File: src/rtl/config_pkg.sv
// Core configuration: the cacheable and scratchpad physical address windows.
package config_pkg;

  typedef struct packed {
    logic [55:0] cached_base;
    logic [55:0] cached_size;
    logic [55:0] spm_base;
    logic [55:0] spm_size;
  } cva6_cfg_t;

  localparam cva6_cfg_t cva6_cfg_empty = '{
    cached_base: 56'h0000_0080_000_000,
    cached_size: 56'h0000_0080_000_000,
    spm_base:    56'h0000_0010_000_000,
    spm_size:    56'h0000_0000_010_000
  };

endpackage

File: src/rtl/cva6_hpdcache_adapter_pkg.sv
// Shared types for the CVA6 store/AMO to HPDcache adapter: core and cache
// channel structs, AMO FSM states and the AMO opcode translation.
package cva6_hpdcache_adapter_pkg;

  localparam int unsigned INDEX_W = 12;
  localparam int unsigned TAG_W   = 44;
  localparam int unsigned PLEN    = INDEX_W + TAG_W;
  localparam int unsigned DATA_W  = 64;
  localparam int unsigned BE_W    = 8;
  localparam int unsigned TID_W   = 8;
  localparam int unsigned SID_W   = 3;

  localparam logic [TID_W-1:0] AMO_TID_DEFAULT = '1;

  typedef logic [SID_W-1:0] hpdcache_req_sid_t;

  typedef enum logic [3:0] {
    AMO_NONE, AMO_LR, AMO_SC, AMO_SWAP, AMO_ADD, AMO_AND, AMO_OR, AMO_XOR,
    AMO_MAX, AMO_MAXU, AMO_MIN, AMO_MINU, AMO_CAS1, AMO_CAS2
  } amo_t;

  typedef enum logic [3:0] {
    HPDCACHE_REQ_LOAD, HPDCACHE_REQ_STORE, HPDCACHE_REQ_AMO_LR, HPDCACHE_REQ_AMO_SC,
    HPDCACHE_REQ_AMO_SWAP, HPDCACHE_REQ_AMO_ADD, HPDCACHE_REQ_AMO_AND,
    HPDCACHE_REQ_AMO_OR, HPDCACHE_REQ_AMO_XOR, HPDCACHE_REQ_AMO_MAX,
    HPDCACHE_REQ_AMO_MAXU, HPDCACHE_REQ_AMO_MIN, HPDCACHE_REQ_AMO_MINU
  } hpdcache_req_op_t;

  typedef enum logic [1:0] {AMO_IDLE, AMO_DRAIN, AMO_REQ, AMO_WAIT} amo_state_e;

  typedef struct packed {
    logic [INDEX_W-1:0] address_index;
    logic [TAG_W-1:0]   address_tag;
    logic [DATA_W-1:0]  data_wdata;
    logic               data_req;
    logic [BE_W-1:0]    data_be;
    logic [1:0]         data_size;
  } dcache_req_i_t;

  typedef struct packed {
    logic               data_gnt;
    logic               data_rvalid;
    logic [TID_W-1:0]   data_rid;
    logic [DATA_W-1:0]  data_rdata;
  } dcache_req_o_t;

  typedef struct packed {
    logic               req;
    amo_t               amo_op;
    logic [1:0]         size;
    logic [63:0]        operand_a;
    logic [63:0]        operand_b;
  } amo_req_t;

  typedef struct packed {
    logic               ack;
    logic [63:0]        result;
  } amo_resp_t;

  typedef struct packed {
    logic uncacheable;
    logic io;
  } hpdcache_pma_t;

  typedef struct packed {
    logic [INDEX_W-1:0] addr_offset;
    logic [DATA_W-1:0]  wdata;
    hpdcache_req_op_t   op;
    logic [BE_W-1:0]    be;
    logic [2:0]         size;
    hpdcache_req_sid_t  sid;
    logic [TID_W-1:0]   tid;
    logic               need_rsp;
    logic               phys_indexed;
    logic [TAG_W-1:0]   addr_tag;
    hpdcache_pma_t      pma;
  } hpdcache_req_t;

  typedef struct packed {
    logic [DATA_W-1:0]  rdata;
    logic [TID_W-1:0]   tid;
  } hpdcache_rsp_t;

  typedef struct packed {
    logic [TAG_W-1:0]   tag;
    logic [INDEX_W-1:0] index;
    logic [DATA_W-1:0]  wdata;
    logic [BE_W-1:0]    be;
    logic [1:0]         size;
  } stbuf_entry_t;

  function automatic hpdcache_req_op_t amo_op_map(input amo_t op);
    case (op)
      AMO_LR:   return HPDCACHE_REQ_AMO_LR;
      AMO_SC:   return HPDCACHE_REQ_AMO_SC;
      AMO_SWAP: return HPDCACHE_REQ_AMO_SWAP;
      AMO_ADD:  return HPDCACHE_REQ_AMO_ADD;
      AMO_AND:  return HPDCACHE_REQ_AMO_AND;
      AMO_OR:   return HPDCACHE_REQ_AMO_OR;
      AMO_XOR:  return HPDCACHE_REQ_AMO_XOR;
      AMO_MAX:  return HPDCACHE_REQ_AMO_MAX;
      AMO_MAXU: return HPDCACHE_REQ_AMO_MAXU;
      AMO_MIN:  return HPDCACHE_REQ_AMO_MIN;
      AMO_MINU: return HPDCACHE_REQ_AMO_MINU;
      default:  return HPDCACHE_REQ_LOAD;
    endcase
  endfunction

endpackage

File: src/rtl/cva6_hpdcache_stbuf.sv
// Store skid buffer: circular FIFO with occupancy count. A push is accepted
// when full only if a pop happens in the same cycle.
module cva6_hpdcache_stbuf #(
  parameter int unsigned DEPTH = 2,
  parameter type entry_t = logic [7:0]
) (
  input  logic                         clk_i,
  input  logic                         rst_i,
  input  logic                         push_i,
  input  entry_t                       data_i,
  input  logic                         pop_i,
  output entry_t                       data_o,
  output logic                         full_o,
  output logic                         empty_o,
  output logic [$clog2(DEPTH+1)-1:0]   count_o
);

  localparam int unsigned CNT_W = $clog2(DEPTH+1);
  localparam int unsigned PTR_W = (DEPTH > 1) ? $clog2(DEPTH) : 1;

  entry_t             r_mem [DEPTH];
  logic [PTR_W-1:0]   r_wr_ptr, r_rd_ptr;
  logic [CNT_W-1:0]   r_count;
  logic               w_do_push, w_do_pop;

  function automatic logic [PTR_W-1:0] ptr_inc(input logic [PTR_W-1:0] ptr);
    return (ptr == PTR_W'(DEPTH-1)) ? '0 : ptr + PTR_W'(1);
  endfunction

  assign empty_o   = (r_count == '0);
  assign full_o    = (r_count == CNT_W'(DEPTH));
  assign count_o   = r_count;
  assign data_o    = r_mem[r_rd_ptr];
  assign w_do_pop  = pop_i & ~empty_o;
  assign w_do_push = push_i & (~full_o | w_do_pop);

  always_ff @(posedge clk_i) begin
    if (w_do_push) r_mem[r_wr_ptr] <= data_i;
  end

  always_ff @(posedge clk_i) begin
    if (rst_i) begin
      r_wr_ptr <= '0;
      r_rd_ptr <= '0;
      r_count  <= '0;
    end else begin
      if (w_do_push) r_wr_ptr <= ptr_inc(r_wr_ptr);
      if (w_do_pop)  r_rd_ptr <= ptr_inc(r_rd_ptr);
      if (w_do_push && !w_do_pop)      r_count <= r_count + CNT_W'(1);
      else if (w_do_pop && !w_do_push) r_count <= r_count - CNT_W'(1);
    end
  end

endmodule

File: src/rtl/cva6_hpdcache_st_amo_adapter.sv
// Bridges CVA6 store and AMO ports onto one HPDcache request channel; stores
// are buffered, and an AMO first drains the buffer then owns the channel.
//   state     | meaning
//   AMO_IDLE  | stores accepted; buffered stores issued in order
//   AMO_DRAIN | AMO pending, no new stores, buffer draining
//   AMO_REQ   | AMO request presented until accepted
//   AMO_WAIT  | waiting for the AMO_TID response
module cva6_hpdcache_st_amo_adapter
  import cva6_hpdcache_adapter_pkg::*;
#(
  parameter config_pkg::cva6_cfg_t CVA6Cfg = config_pkg::cva6_cfg_empty,
  parameter int unsigned XLEN = 64,
  parameter int unsigned STBUF_DEPTH = 2,
  parameter logic [TID_W-1:0] AMO_TID = AMO_TID_DEFAULT
) (
  input  logic                                 clk_i,
  input  logic                                 rst_i,
  input  hpdcache_req_sid_t                    hpdcache_req_sid_i,
  input  dcache_req_i_t                        cva6_req_i,
  output dcache_req_o_t                        cva6_req_o,
  input  amo_req_t                             cva6_amo_req_i,
  output amo_resp_t                            cva6_amo_resp_o,
  output logic                                 hpdcache_req_valid_o,
  input  logic                                 hpdcache_req_ready_i,
  output hpdcache_req_t                        hpdcache_req_o,
  input  logic                                 hpdcache_rsp_valid_i,
  input  hpdcache_rsp_t                        hpdcache_rsp_i,
  output logic                                 stbuf_empty_o,
  output logic [$clog2(STBUF_DEPTH+1)-1:0]     stbuf_count_o
);

  localparam int unsigned CNT_W = $clog2(STBUF_DEPTH+1);

  amo_state_e         r_state, w_state_nxt;
  stbuf_entry_t       w_push_entry, w_head;
  logic               w_gnt, w_push, w_pop, w_full, w_empty;
  logic               w_store_valid, w_amo_issue, w_amo_rsp, w_amo_word;
  logic [CNT_W-1:0]   w_count;
  logic [PLEN-1:0]    w_amo_addr, w_paddr;
  logic [TAG_W-1:0]   w_tag;
  logic [31:0]        w_rsp_word;
  logic               w_cacheable, w_spm;
  logic               w_unused;

  assign w_unused = ^cva6_amo_req_i.operand_a[63:PLEN];

  assign w_push_entry = '{tag:   cva6_req_i.address_tag,
                          index: cva6_req_i.address_index,
                          wdata: cva6_req_i.data_wdata,
                          be:    cva6_req_i.data_be,
                          size:  cva6_req_i.data_size};

  assign w_gnt         = ~rst_i & ~w_full & (r_state == AMO_IDLE) & ~cva6_amo_req_i.req;
  assign w_push        = w_gnt & cva6_req_i.data_req;
  assign w_store_valid = ~rst_i & ~w_empty & (r_state != AMO_REQ);
  assign w_amo_issue   = ~rst_i & (r_state == AMO_REQ);
  assign w_pop         = w_store_valid & hpdcache_req_ready_i;
  assign w_amo_rsp     = hpdcache_rsp_valid_i & (hpdcache_rsp_i.tid == AMO_TID);

  cva6_hpdcache_stbuf #(
    .DEPTH   (STBUF_DEPTH),
    .entry_t (stbuf_entry_t)
  ) u_stbuf (
    .clk_i   (clk_i),
    .rst_i   (rst_i),
    .push_i  (w_push),
    .data_i  (w_push_entry),
    .pop_i   (w_pop),
    .data_o  (w_head),
    .full_o  (w_full),
    .empty_o (w_empty),
    .count_o (w_count)
  );

  always_ff @(posedge clk_i) begin
    if (rst_i) r_state <= AMO_IDLE;
    else       r_state <= w_state_nxt;
  end

  always_comb begin
    w_state_nxt = r_state;
    case (r_state)
      AMO_IDLE:  if (cva6_amo_req_i.req)  w_state_nxt = AMO_DRAIN;
      AMO_DRAIN: if (w_empty)              w_state_nxt = AMO_REQ;
      AMO_REQ:   if (hpdcache_req_ready_i) w_state_nxt = AMO_WAIT;
      AMO_WAIT:  if (w_amo_rsp)            w_state_nxt = AMO_IDLE;
      default:                             w_state_nxt = AMO_IDLE;
    endcase
  end

  // PMA is derived from whichever tag is actually on the channel
  assign w_amo_addr  = cva6_amo_req_i.operand_a[PLEN-1:0];
  assign w_amo_word  = (cva6_amo_req_i.size == 2'b10);
  assign w_tag       = (r_state == AMO_REQ) ? w_amo_addr[PLEN-1:INDEX_W] : w_head.tag;
  assign w_paddr     = {w_tag, {INDEX_W{1'b0}}};
  assign w_cacheable = (w_paddr - CVA6Cfg.cached_base) < CVA6Cfg.cached_size;
  assign w_spm       = (w_paddr - CVA6Cfg.spm_base) < CVA6Cfg.spm_size;

  always_comb begin
    hpdcache_req_o                 = '0;
    hpdcache_req_o.sid             = hpdcache_req_sid_i;
    hpdcache_req_o.phys_indexed    = 1'b1;
    hpdcache_req_o.addr_tag        = w_tag;
    hpdcache_req_o.pma.uncacheable = ~w_cacheable & ~w_spm;
    hpdcache_req_o.pma.io          = 1'b0;
    if (r_state == AMO_REQ) begin
      hpdcache_req_o.addr_offset = w_amo_addr[INDEX_W-1:0];
      hpdcache_req_o.op          = amo_op_map(cva6_amo_req_i.amo_op);
      hpdcache_req_o.size        = {1'b0, cva6_amo_req_i.size};
      hpdcache_req_o.tid         = AMO_TID;
      hpdcache_req_o.need_rsp    = 1'b1;
      if (XLEN == 64) begin
        hpdcache_req_o.wdata = w_amo_word ? {2{cva6_amo_req_i.operand_b[31:0]}}
                                          : cva6_amo_req_i.operand_b;
        hpdcache_req_o.be    = !w_amo_word ? 8'hff :
                               cva6_amo_req_i.operand_a[2] ? 8'hf0 : 8'h0f;
      end else begin
        hpdcache_req_o.wdata = {32'b0, cva6_amo_req_i.operand_b[31:0]};
        hpdcache_req_o.be    = 8'h0f;
      end
    end else begin
      hpdcache_req_o.addr_offset = w_head.index;
      hpdcache_req_o.wdata       = w_head.wdata;
      hpdcache_req_o.op          = HPDCACHE_REQ_STORE;
      hpdcache_req_o.be          = w_head.be;
      hpdcache_req_o.size        = {1'b0, w_head.size};
    end
  end

  assign w_rsp_word = cva6_amo_req_i.operand_a[2] ? hpdcache_rsp_i.rdata[63:32]
                                                  : hpdcache_rsp_i.rdata[31:0];

  always_comb begin
    cva6_amo_resp_o     = '0;
    cva6_amo_resp_o.ack = ~rst_i & (r_state == AMO_WAIT) & w_amo_rsp;
    if (XLEN == 64)
      cva6_amo_resp_o.result = w_amo_word ? {{32{w_rsp_word[31]}}, w_rsp_word}
                                          : hpdcache_rsp_i.rdata;
    else
      cva6_amo_resp_o.result = {32'b0, hpdcache_rsp_i.rdata[31:0]};

    cva6_req_o             = '0;
    cva6_req_o.data_gnt    = w_gnt;
    cva6_req_o.data_rvalid = ~rst_i & hpdcache_rsp_valid_i & ~w_amo_rsp;
    cva6_req_o.data_rid    = hpdcache_rsp_i.tid;
    cva6_req_o.data_rdata  = hpdcache_rsp_i.rdata;
  end

  assign hpdcache_req_valid_o = w_store_valid | w_amo_issue;
  assign stbuf_empty_o        = rst_i | (w_empty & (r_state == AMO_IDLE));
  assign stbuf_count_o        = rst_i ? '0 : w_count;

endmodule

File: config.mk
export PLATFORM = sky130hd
export DESIGN_NAME = cva6_hpdcache_st_amo_adapter
export DESIGN_NICKNAME = d
export VERILOG_FILES = /design/src/rtl/config_pkg.sv /design/src/rtl/cva6_hpdcache_adapter_pkg.sv /design/src/rtl/cva6_hpdcache_stbuf.sv /design/src/rtl/cva6_hpdcache_st_amo_adapter.sv
export SDC_FILE = /design/constraint.sdc
export NUM_CORES = 1
export LEC_CHECK = 0
export BUFFER_PORTS_ARGS = -buffer_cell sky130_fd_sc_hd__buf_2
export CORE_AREA = 2 2 251 253
export DETAILED_ROUTE_END_ITERATION = 6
export DIE_AREA = 0 0 253 255
export PLACE_DENSITY = 0.41
export SLEW_MARGIN = 20
export SYNTH_ARGS = -nofsm -noshare
export SYNTH_HDL_FRONTEND = slang
export SYNTH_SLANG_ARGS = --single-unit
File: constraint.sdc
create_clock -name clk_i -period 10.21 [get_ports clk_i]
set_input_delay 1.021 -clock clk_i [delete_from_list [all_inputs] [get_ports clk_i]]
set_output_delay 1.021 -clock clk_i [all_outputs]
set_load 0.1 [all_outputs]
# == Yosys cells after proc, flatten, opt, wreduce, memory -nomap -nowiden ==
# Memory sizes are Yosys's and may differ from the RTL's. A register that Yosys moved wholly into a read port is not among the register bits.
# Index checks and enable logic that the tools add are counted.
# word_totals
reg_bits,6
mem_bits_rw,260
word_cells,82
inputBits,345
romBits,64
out_inout_bits,293
memories,2
# op_classes
eq_ne,11
order_cmp,2
add_sub_neg,6
n_reduce_logical,8
n_mux,22
n_bitwise,27
# mem_list
name,depth,width,rd,rd_ports_with_merged_regs,write_ports,line_no,text
u_stbuf.r_mem,2,130,1,1,1,cva6_hpdcache_stbuf.sv:21,entry_t r_mem [DEPTH];
(no name shown),16,4,1,0,0,cva6_hpdcache_adapter_pkg.sv:93,case (op)
# op_table
op,count
64-bit two-way mux,2
91-bit two-way mux,1
"56-bit by 17-bit < comparator with 1-bit output, second input constant",1
"56-bit by 32-bit < comparator with 1-bit output, second input constant",1
"56-bit by 29-bit subtractor with 56-bit output, second input constant",1
"56-bit by 32-bit subtractor with 56-bit output, second input constant",1
44-bit two-way mux,1
32-bit two-way mux,1
1-bit bitwise AND,17
8-bit two-way mux,2
2-bit two-way mux,7
9-bit two-way mux,1
"2-bit == test, second input constant",4
"8-bit == test, second input constant",1
"2-bit inequality test, second input constant",4
2-bit case mux with 4 select lines,1
1-bit inverter,7
1-bit two-way mux,6
2-bit logical NOT,2
4-bit AND reduction,1
1-bit bitwise OR,3
"1-bit adder, second input constant",2
"2-bit by 1-bit adder with 2-bit output, second input constant",1
"2-bit by 1-bit == test with 1-bit output, second input constant",1
5 further kinds,7

# == Longest topological paths before layout ==
# Gate-level depths: netlist of the first run.
# depth
word_depth,12
depth_mapped,15
ltp_nobuf,12

# == Cells and area by module ==
# From an unflattened synthesis of the first run, not the netlist that was laid out.
# unflattened
cells_unflattened,1076
hier_area_um2,14193.6
# by_module_without_submodules
module,instances,seq_area_each_um2,cells_per_inst,area_each_um2
cva6_hpdcache_stbuf,1,7907.6,429,9639.2
cva6_hpdcache_st_amo_adapter,1,40.0,647,4554.4

# == Worst setup path before layout of the first run ==
# No wires, ideal clock.
# synth_path
path_type,input to register
startpoint,input cva6_amo_req_i[134] (netlist name)
endpoint,"memory u_stbuf.r_mem[0][0] (netlist name), enable pin"
n_path_buf,0
path_stages,4
setup_ns,0.621
required_time_ns,9.589
path_slack_ns,2.693
arrival_ns,6.895
path_cell_list,nand2b_1 -> nor3_1 -> nand2_1 -> nor2_1
# synth_between
elab_chain_cells,6
# synth_rtl
element,line_no,text
start: declaration,cva6_hpdcache_st_amo_adapter.sv:21,"input amo_req_t cva6_amo_req_i,"
1-bit inverter,cva6_hpdcache_st_amo_adapter.sv:53,assign w_gnt = ~rst_i & ~w_full & (r_state == AMO_IDLE) & ~cva6_amo_req_i.req;
1-bit bitwise AND,cva6_hpdcache_st_amo_adapter.sv:53,
via w_gnt,cva6_hpdcache_st_amo_adapter.sv:36,"logic w_gnt, w_push, w_pop, w_full, w_empty;"
1-bit bitwise AND,cva6_hpdcache_st_amo_adapter.sv:54,assign w_push = w_gnt & cva6_req_i.data_req;
1-bit bitwise AND,cva6_hpdcache_stbuf.sv:35,assign w_do_push = push_i & (~full_o | w_do_pop);
1-bit two-way mux,cva6_hpdcache_stbuf.sv:38,if (w_do_push) r_mem[r_wr_ptr] <= data_i;
1-bit two-way mux (implied by the code),cva6_hpdcache_stbuf.sv:38,
end: declaration,cva6_hpdcache_stbuf.sv:21,
# The timed path passes the listed nets, and every way through them passes these cells.

==> key figures, run 1 <==
Status
  • Status: finished clean

Route
  • Detail Route Antenna Nets: 0
  • Total wire length after detailed routing: 47.0 mm
  • Routed via count: 10682
  • Number of vias per cell: 4.35
  • Length of the first detailed-routing pass in iterations: 5
  • Initial DRC Count: 567
  • Residual DRC count: 0
  • Drt wl/cell: 19.1 µm

Logic synthesis
  • Number of unique standard cell types used by synthesis: 61
  • Most used flip-flop cell after synthesis: edfxtp_1
  • Synthesis Warnings: 0
  • Cell Area, Synth: 0.0135 mm²
  • Async S/R FF share, synth: 0%
  • Sequential area share after synthesis: 58.8%
  • Post-synthesis cell count: 1118
  • Number of enable-type register cells in the synthesized netlist: 260
  • Number of synthesized register bits: 267
  • Mean instance size in the synthesized netlist: 12.1 µm²

Clock tree
  • Number of clock sinks: 267
  • TritonCTS buffer count: 31
  • Post-CTS clock slew at the launch and capture registers of the worst setup and hold paths: 0.06 ns
  • Worst-skew pair later-pin latency: 0.59 ns
  • Post-cts gate resize count: 0
  • Post-CTS Repair Setup Buffers: 0
  • Number of hold buffers added after cts: 0
  • Max Root-Sink Buffers: 3
  • Library cell used as clock root buffer: clkbuf_16
  • CTS tree: done
  • H-tree depth reported by CTS: 1

Final layout
  • Synth-to-layout area growth: 31.0%
  • Multi-input combinational cell area: 0.00458 mm²
  • # fillers: 6574
  • Net count reported at finish: 1985
  • Sequential Area: 0.00795 mm²
  • Core utilization of the finished layout: 28.5%
  • Commonest non-fill, non-tap cell in the layout: buf_2
  • Leading cell types in the layout, fill and taps excluded: buf_2, edfxtp_1, nand2_1
  • Share of post-route cells with drive strength above 1: 44.1%
  • Post-route design area: 0.0177 mm²

Worst setup path
  • Crit path kind: reg2out
  • Maximum net fanout on the critical path: 93
  • Flop-to-flop setup slack: 7.05 ns
  • Startpoint class of the critical path: flop
  • Endpoint required time on the critical path: 9.19 ns
  • Crit path arrival time: 5.49 ns
  • Capture instance of the worst register-to-register path: u_stbuf.r_mem[1][85]
  • Worst R2R Path Depth: 7
  • Worst setup EP type: output pin
  • Source of the worst register-to-register timing path: r_state[0]

Timing
  • Setup total negative slack: 0 ns
  • Share of the clock period used by the worst path after layout: 63.8%
  • Clock Skews: 0.00968 ns
  • Unrepaired setup endpoints after global routing: no
  • Period minus WS final: 6.51 ns
  • Transition time at the pin with the least slew margin: 1.06 ns
  • Final count of pins violating max slew: 0
  • Worst Hold Margin: 0.499 ns
  • Worst slew margin relative to its limit: 29.3%
  • Maximum achievable frequency: 154 MHz
  • Final setup fails: 0
  • Final Hold Viols: 0

Power
  • Part of the total power dissipated in sequential elements: 28.0%
  • P_leak: 6.86 nW
  • Cell internal power dissipation: 0.00220 W
  • Part of the power in the clock network: 22.2%
  • PnR Total Power: 0.00461 W
  • Cell area power density: 260 mW/mm²
  • VDD IR max: 151 µV
  • Sw power: 0.00242 W
  • Switching power as a share of total power: 52.4%
  • Combinational power share: 49.8%

Global routing
  • First-pass GRT wire length: 65.2 mm
  • Pin count of the biggest net entering global routing: 103
  • Number of antenna violations at the first check in global routing: 18
  • Overall overflow remaining after global route: 0
  • Vias in the first global route: 10278
  • Combined global-route utilization of all metal layers: 13.5%

Floorplanning
  • Width of the die: 253 µm
  • Die height: 255 µm
  • Standard-cell rows: 92
  • Initial Util: 21.8%
  • Placeable core region: 0.0622 mm²
  • Die ar.: 0.0645 mm²
  • Number of top-level pins: 638

Placement
  • Number of port buffers: 620
  • Sum of net half-perimeters after detailed placement: 34.8 mm
  • Post-Place Cell Area: 0.0168 mm²
  • Global placement routability congestion: 0.832

Run
  • Max capacitance violation total: 0

Min path
  • Hold worst-path end: u_stbuf.r_rd_ptr
  • Hold-critical path depth: 2
  • Worst hold-check path type: reg2reg
  • Launch instance of the worst min-delay path: u_stbuf.r_rd_ptr
[layout make-up]
type / count / area share (%)
repair buffers: 633 / 18.1
flip-flops and latches: 267 / 44.9
multi-input cells: 683 / 25.8
well taps: 799 / 5.64
diodes: 7 / 0.0989
clock inverters: 15 / 0.650
inverters: 13 / 0.275
clock buffers: 39 / 4.55
[state kept, by name, summed over array words and instances, names as in the netlist, named ones only]
signal	flops
u_stbuf.r_wr_ptr	1
u_stbuf.r_mem	260
r_state	2
u_stbuf.count_o	2
u_stbuf.r_rd_ptr	1
[critical path: stages, from the launching register on]
cell	delay (ns)
dfxtp_1	0.33
inv_1	0.16
ha_4	0.71
buf_4	0.80
o21a_1	0.31
ha_1	0.26
inv_1	0.10
nor4_1	0.45
nand2b_1	0.35
or4_1	0.48
nand4_1	0.10
a211o_1	0.11
o32a_1	0.19
buf_2	0.46
[synthesized netlist by cell type, types with 10 or more instances]
library cell	number	area, µm²
clkbuf_1	41	154
edfxtp_1	260	7810
mux2_2	35	394
nor2_1	20	75.1
inv_1	13	48.8
a21o_1	32	240
a211oi_1	38	285
buf_4	90	676
a21oi_1	10	50.1
o21ai_1	14	70.1
a31oi_1	37	231
mux2i_1	96	961
nor2b_1	40	250
o21ai_0	73	365
ha_1	11	138
nand2_1	162	608
buf_1	10	37.5
nor3_1	15	75.1
[worst max path at each step]
stage	endpoint	depth (start not counted)	slack (ns)	start
final	hpdcache_req_o[1]	13	3.70	r_state[0]
after global routing	hpdcache_req_o[1]	13	3.26	r_state[0]
after floorplan	u_stbuf.r_mem[0][0]	4	2.69	cva6_amo_req_i[134]
after CTS	hpdcache_req_o[1]	13	3.63	r_state[0]
after global placement	hpdcache_req_o[1]	13	4.37	r_state[0]
after detailed placement	hpdcache_req_o[1]	13	4.30	r_state[0]
[per-layer routing]
metal  global-route usage [%]  vias up  wire, µm
li1                         -     5089         -
met4                     4.41       20      1340
met2                     22.2      422     22200
met5                        0        -       124
met3                     4.22       91      4060
met1                     16.9     5060     19200
[per-stage QoR]
stage,cells,setup WS [ns]
finish,2456,3.70
global route,2453,3.26
CTS,2449,3.63
detailed placement,2395,4.30
global placement,2395,4.37
floorplan,1119,2.69
[power by group through the flow]
stage	Combinational, W	Sequential, W	Clock (W)
2_1_floorplan	0.00193	0.00131	0
3_3_place_gp	0.00231	0.00131	0
3_5_place_dp	0.00231	0.00132	0
4_1_cts	0.00232	0.00129	0.00107
5_1_grt	0.00239	0.00130	0.00110
6_report	0.00230	0.00129	0.00102
[kinds of logic (layout without fill, tap and decap cells)]
logic type      count (synthesis)  count (layout)  share of synthesized area (%)
flops                         267             267                           58.8
compound gates                228             228                           10.8
other cells                     2              10                         0.0555
mux                           131             131                           10.0
fa+ha+maj                      11              11                           1.02
xor+xnor                       14              14                          0.907
buf+inv                       169             700                           7.74
simple gates                  296             296                           10.7
Power figures use the tool's default switching activity.
==> run 2, diff against run 1 <==
--- a/config.mk
+++ b/config.mk
@@ -9,7 +9,7 @@
 export CORE_AREA = 2 2 251 253
 export DETAILED_ROUTE_END_ITERATION = 6
 export DIE_AREA = 0 0 253 255
-export PLACE_DENSITY = 0.41
+export PLACE_DENSITY = 0.42
 export SLEW_MARGIN = 20
 export SYNTH_ARGS = -nofsm -noshare
 export SYNTH_HDL_FRONTEND = slang
==> constraint.sdc (replaced) <==
create_clock -name clk_i -period 5.7 [get_ports clk_i]
set_input_delay 0.57 -clock clk_i [delete_from_list [all_inputs] [get_ports clk_i]]
set_output_delay 0.57 -clock clk_i [all_outputs]
set_load 0.1 [all_outputs]
==> run 2 against run 1 <==
  * Via count is 0.16% lower
  * Die area is the same
  * Critical path depth is 1 lower
  * Global-route usage about the same
  * Register-to-register slack worse by 4.1 ns
  * Sequential share of layout area down 0.38 points
  * Highest routed layer unchanged
==> key figures, run 2 (same netlist as run 1, synthesis figures left out) <==
Status
  • Status: finished clean (unchanged)

Clock tree
  • Number of hold buffers added after cts: 0 (unchanged)
  • H-tree depth reported by CTS: 2 (was 1)
  • TritonCTS buffer count: 34 (was 31)
  • Post-CTS clock slew at the launch and capture registers of the worst setup and hold paths: 0.06 ns (about the same)
  • CTS tree: done (unchanged)
  • Max Root-Sink Buffers: 3 (unchanged)
  • Post-CTS Repair Setup Buffers: 0 (unchanged)
  • Post-cts gate resize count: 0 (unchanged)
  • Library cell used as clock root buffer: clkbuf_16 (unchanged)
  • Number of clock sinks: 267 (unchanged)
  • Worst-skew pair later-pin latency: 0.53 ns (was 0.59 ns)

Floorplanning
  • Standard-cell rows: 92 (unchanged)
  • Initial Util: 21.8% (unchanged)
  • Die ar.: 0.0645 mm² (unchanged)
  • Placeable core region: 0.0622 mm² (unchanged)
  • Width of the die: 253 µm (unchanged)
  • Die height: 255 µm (unchanged)
  • Number of top-level pins: 638 (unchanged)

Route
  • Drt wl/cell: 19.1 µm (about the same)
  • Initial DRC Count: 764 (was 567)
  • Length of the first detailed-routing pass in iterations: 5 (unchanged)
  • Number of vias per cell: 4.34 (was 4.35)
  • Total wire length after detailed routing: 46.9 mm (was 47.0 mm)
  • Detail Route Antenna Nets: 0 (unchanged)
  • Residual DRC count: 0 (unchanged)
  • Routed via count: 10665 (was 10682)

Placement
  • Number of port buffers: 620 (unchanged)
  • Global placement routability congestion: 0.843 (was 0.832)
  • Setup Slack @ Placement: 1.27 ns (was 4.30 ns)
  • Sum of net half-perimeters after detailed placement: 34.6 mm (was 34.8 mm)

Worst setup path
  • Source of the worst register-to-register timing path: r_state[0] (unchanged)
  • Startpoint class of the critical path: flop (unchanged)
  • Cell class contributing the biggest share of worst-path delay: compound AO/OA/AOI/OAI gates (was buffers and inverters)
  • Crit path from: r_state[0] (unchanged)
  • Stages on worst setup path: 12 (was 13)
  • Slowest CP cell: ha_4 (was buf_4)
  • Count of buffer and inverter cells on the critical path: 3 (was 4)
  • Critical Path, Cell by Cell: inv_1 > ha_4 > buf_4 > nor4b_2 > a211oi_2 > nor4_1 > nand2b_1 > o22ai_1 > a211o_1 > a211o_1 > o32a_1 > buf_2 (was inv_1 > ha_4 > buf_4 > o21a_1 > ha_1 > inv_1 > nor4_1 > nand2b_1 > or4_1 > nand4_1 > a211o_1 > o32a_1 > buf_2)
  • Maximum net fanout on the critical path: 63 (was 93)
  • Worst R2R Path Depth: 8 (was 7)
  • Crit path arrival time: 4.37 ns (was 5.49 ns)
  • Flop-to-flop setup slack: 2.92 ns (was 7.05 ns)
  • Crit path kind: reg2out (unchanged)
  • Largest stage delay on the critical path: 0.62 ns (was 0.80 ns)
  • Worst setup EP type: output pin (unchanged)
  • Endpoint required time on the critical path: 5.13 ns (was 9.19 ns)
  • Library cell appearing most often on the critical path: a211o_1 (was inv_1)
  • Endpoint of the most critical setup path: hpdcache_req_o[1] (unchanged)
  • Capture instance of the worst register-to-register path: u_stbuf.count_o[1] (was u_stbuf.r_mem[1][85])

Run
  • Max capacitance violation total: 0 (unchanged)

Global routing
  • Pin count of the biggest net entering global routing: 170 (was 103)
  • Number of antenna violations at the first check in global routing: 16 (was 18)
  • Combined global-route utilization of all metal layers: 13.6% (was 13.5%)
  • Overall overflow remaining after global route: 0 (unchanged)
  • Vias in the first global route: 10031 (was 10278)
  • First-pass GRT wire length: 65.0 mm (was 65.2 mm)

Timing
  • Share of the clock period used by the worst path after layout: 86.7%
  • Final WS setup: 0.758 ns (was 3.70 ns)
  • Maximum achievable frequency: 202 MHz
  • Final Hold Viols: 0 (unchanged)
  • Final count of pins violating max slew: 0 (unchanged)
  • Final setup fails: 0 (unchanged)
  • Worst slew margin relative to its limit: 38.4% (was 29.3%)
  • Unrepaired setup endpoints after global routing: no (unchanged)
  • Clock Skews: 0.0193 ns (was 0.00968 ns)
  • Transition time at the pin with the least slew margin: 0.924 ns (was 1.06 ns)
  • Period minus WS final: 4.94 ns
  • Setup total negative slack: 0 ns (unchanged)

Power
  • Sw power: 0.00435 W (was 0.00242 W)
  • Combinational power share: 48.7% (was 49.8%)
  • P_leak: 6.93 nW (was 6.86 nW)
  • VDD IR max: 328 µV (was 151 µV)
  • Cell area power density: 474 mW/mm² (was 260 mW/mm²)
  • Switching power as a share of total power: 51.4% (was 52.4%)
  • Part of the power in the clock network: 24.0% (was 22.2%)
  • Cell internal power dissipation: 0.00412 W (was 0.00220 W)
  • Part of the total power dissipated in sequential elements: 27.3% (was 28.0%)

Final layout
  • Commonest non-fill, non-tap cell in the layout: buf_2 (unchanged)
  • Synth-to-layout area growth: 32.1% (was 31.0%)
  • Largest register FFs: 260 (unchanged)
  • Share of post-route cells with drive strength above 1: 44.4% (was 44.1%)
  • Leading cell types in the layout, fill and taps excluded: buf_2, edfxtp_1, nand2_1 (unchanged)
  • Register bank with the most flops: u_stbuf.r_mem (unchanged)
  • Net count reported at finish: 1988 (was 1985)

Min path
  • Worst hold-check path type: in2reg (was reg2reg)
[run 2: cell type report]
type / count / area (µm²)
fillers: 6515 / 44300
diodes: 1 / 2.50
clock inverters: 12 / 93.8
well taps: 799 / 1000
repair buffers: 633 / 3240
multi-input cells: 683 / 4580
inverters: 13 / 48.8
clock buffers: 48 / 956
flip-flops and latches: 267 / 7950
[run 2: worst min path at each step]
stage | startpoint | endpoint | slack, ns | depth (start not counted)
after floorplan | u_stbuf.r_rd_ptr | flop | 0.47 | 2
after global placement | u_stbuf.r_rd_ptr | u_stbuf.r_rd_ptr | 0.49 | 2
after detailed placement | u_stbuf.r_rd_ptr | u_stbuf.r_rd_ptr | 0.49 | 2
after CTS | cva6_req_i[100] | u_stbuf.r_mem[1][111] | 0.18 | 1
after global routing | cva6_req_i[105] | u_stbuf.r_mem[0][116] | 0.19 | 1
final | cva6_req_i[100] | u_stbuf.r_mem[1][111] | 0.23 | 1
[run 2: metal layers]
layer | part of all wire (%) | track usage [%] | wire [µm]
met5 | 0.30 | 0 | 141
met4 | 1.7 | 3.14 | 811
met1 | 44 | 18.3 | 20500
met3 | 8.9 | 4.86 | 4200
met2 | 45 | 20.8 | 21300
[run 2: metrics by stage]
| step | power (W) | cells | instance area (µm²) | hold slack [ns] | util [%] |
|---|---|---|---|---|---|
| 3_3_place_gp | 0.00649 | 2395 | 16800 | 0.488 | 27.0 |
| 4_1_cts | 0.00858 | 2455 | 17900 | 0.181 | 28.7 |
| 3_5_place_dp | 0.00649 | 2395 | 16800 | 0.492 | 27.0 |
| 2_1_floorplan | 0.00581 | 1119 | 13500 | 0.472 | - |
| 6_report | 0.00847 | 2456 | 17900 | 0.227 | 28.7 |
| 5_1_grt | 0.00880 | 2456 | 17900 | 0.190 | 28.7 |
[run 2: worst register-to-register path, stage by stage (launching register included)]
cell and delay [ns]:
dfxtp_1 0.32, inv_1 0.16, ha_4 0.62, buf_12 0.55, nor3_1 0.14, nand2_1 0.15
ha_1 0.28, or3_1 0.35, a21oi_1 0.14
[run 2: power by group through the flow]
stage,sequential (W),combinational (W),clock [W]
after floorplan,0.00234,0.00346,0
after global placement,0.00235,0.00414,0
after detailed placement,0.00235,0.00414,0
after CTS,0.00231,0.00415,0.00212
after global routing,0.00232,0.00430,0.00219
final,0.00231,0.00412,0.00203
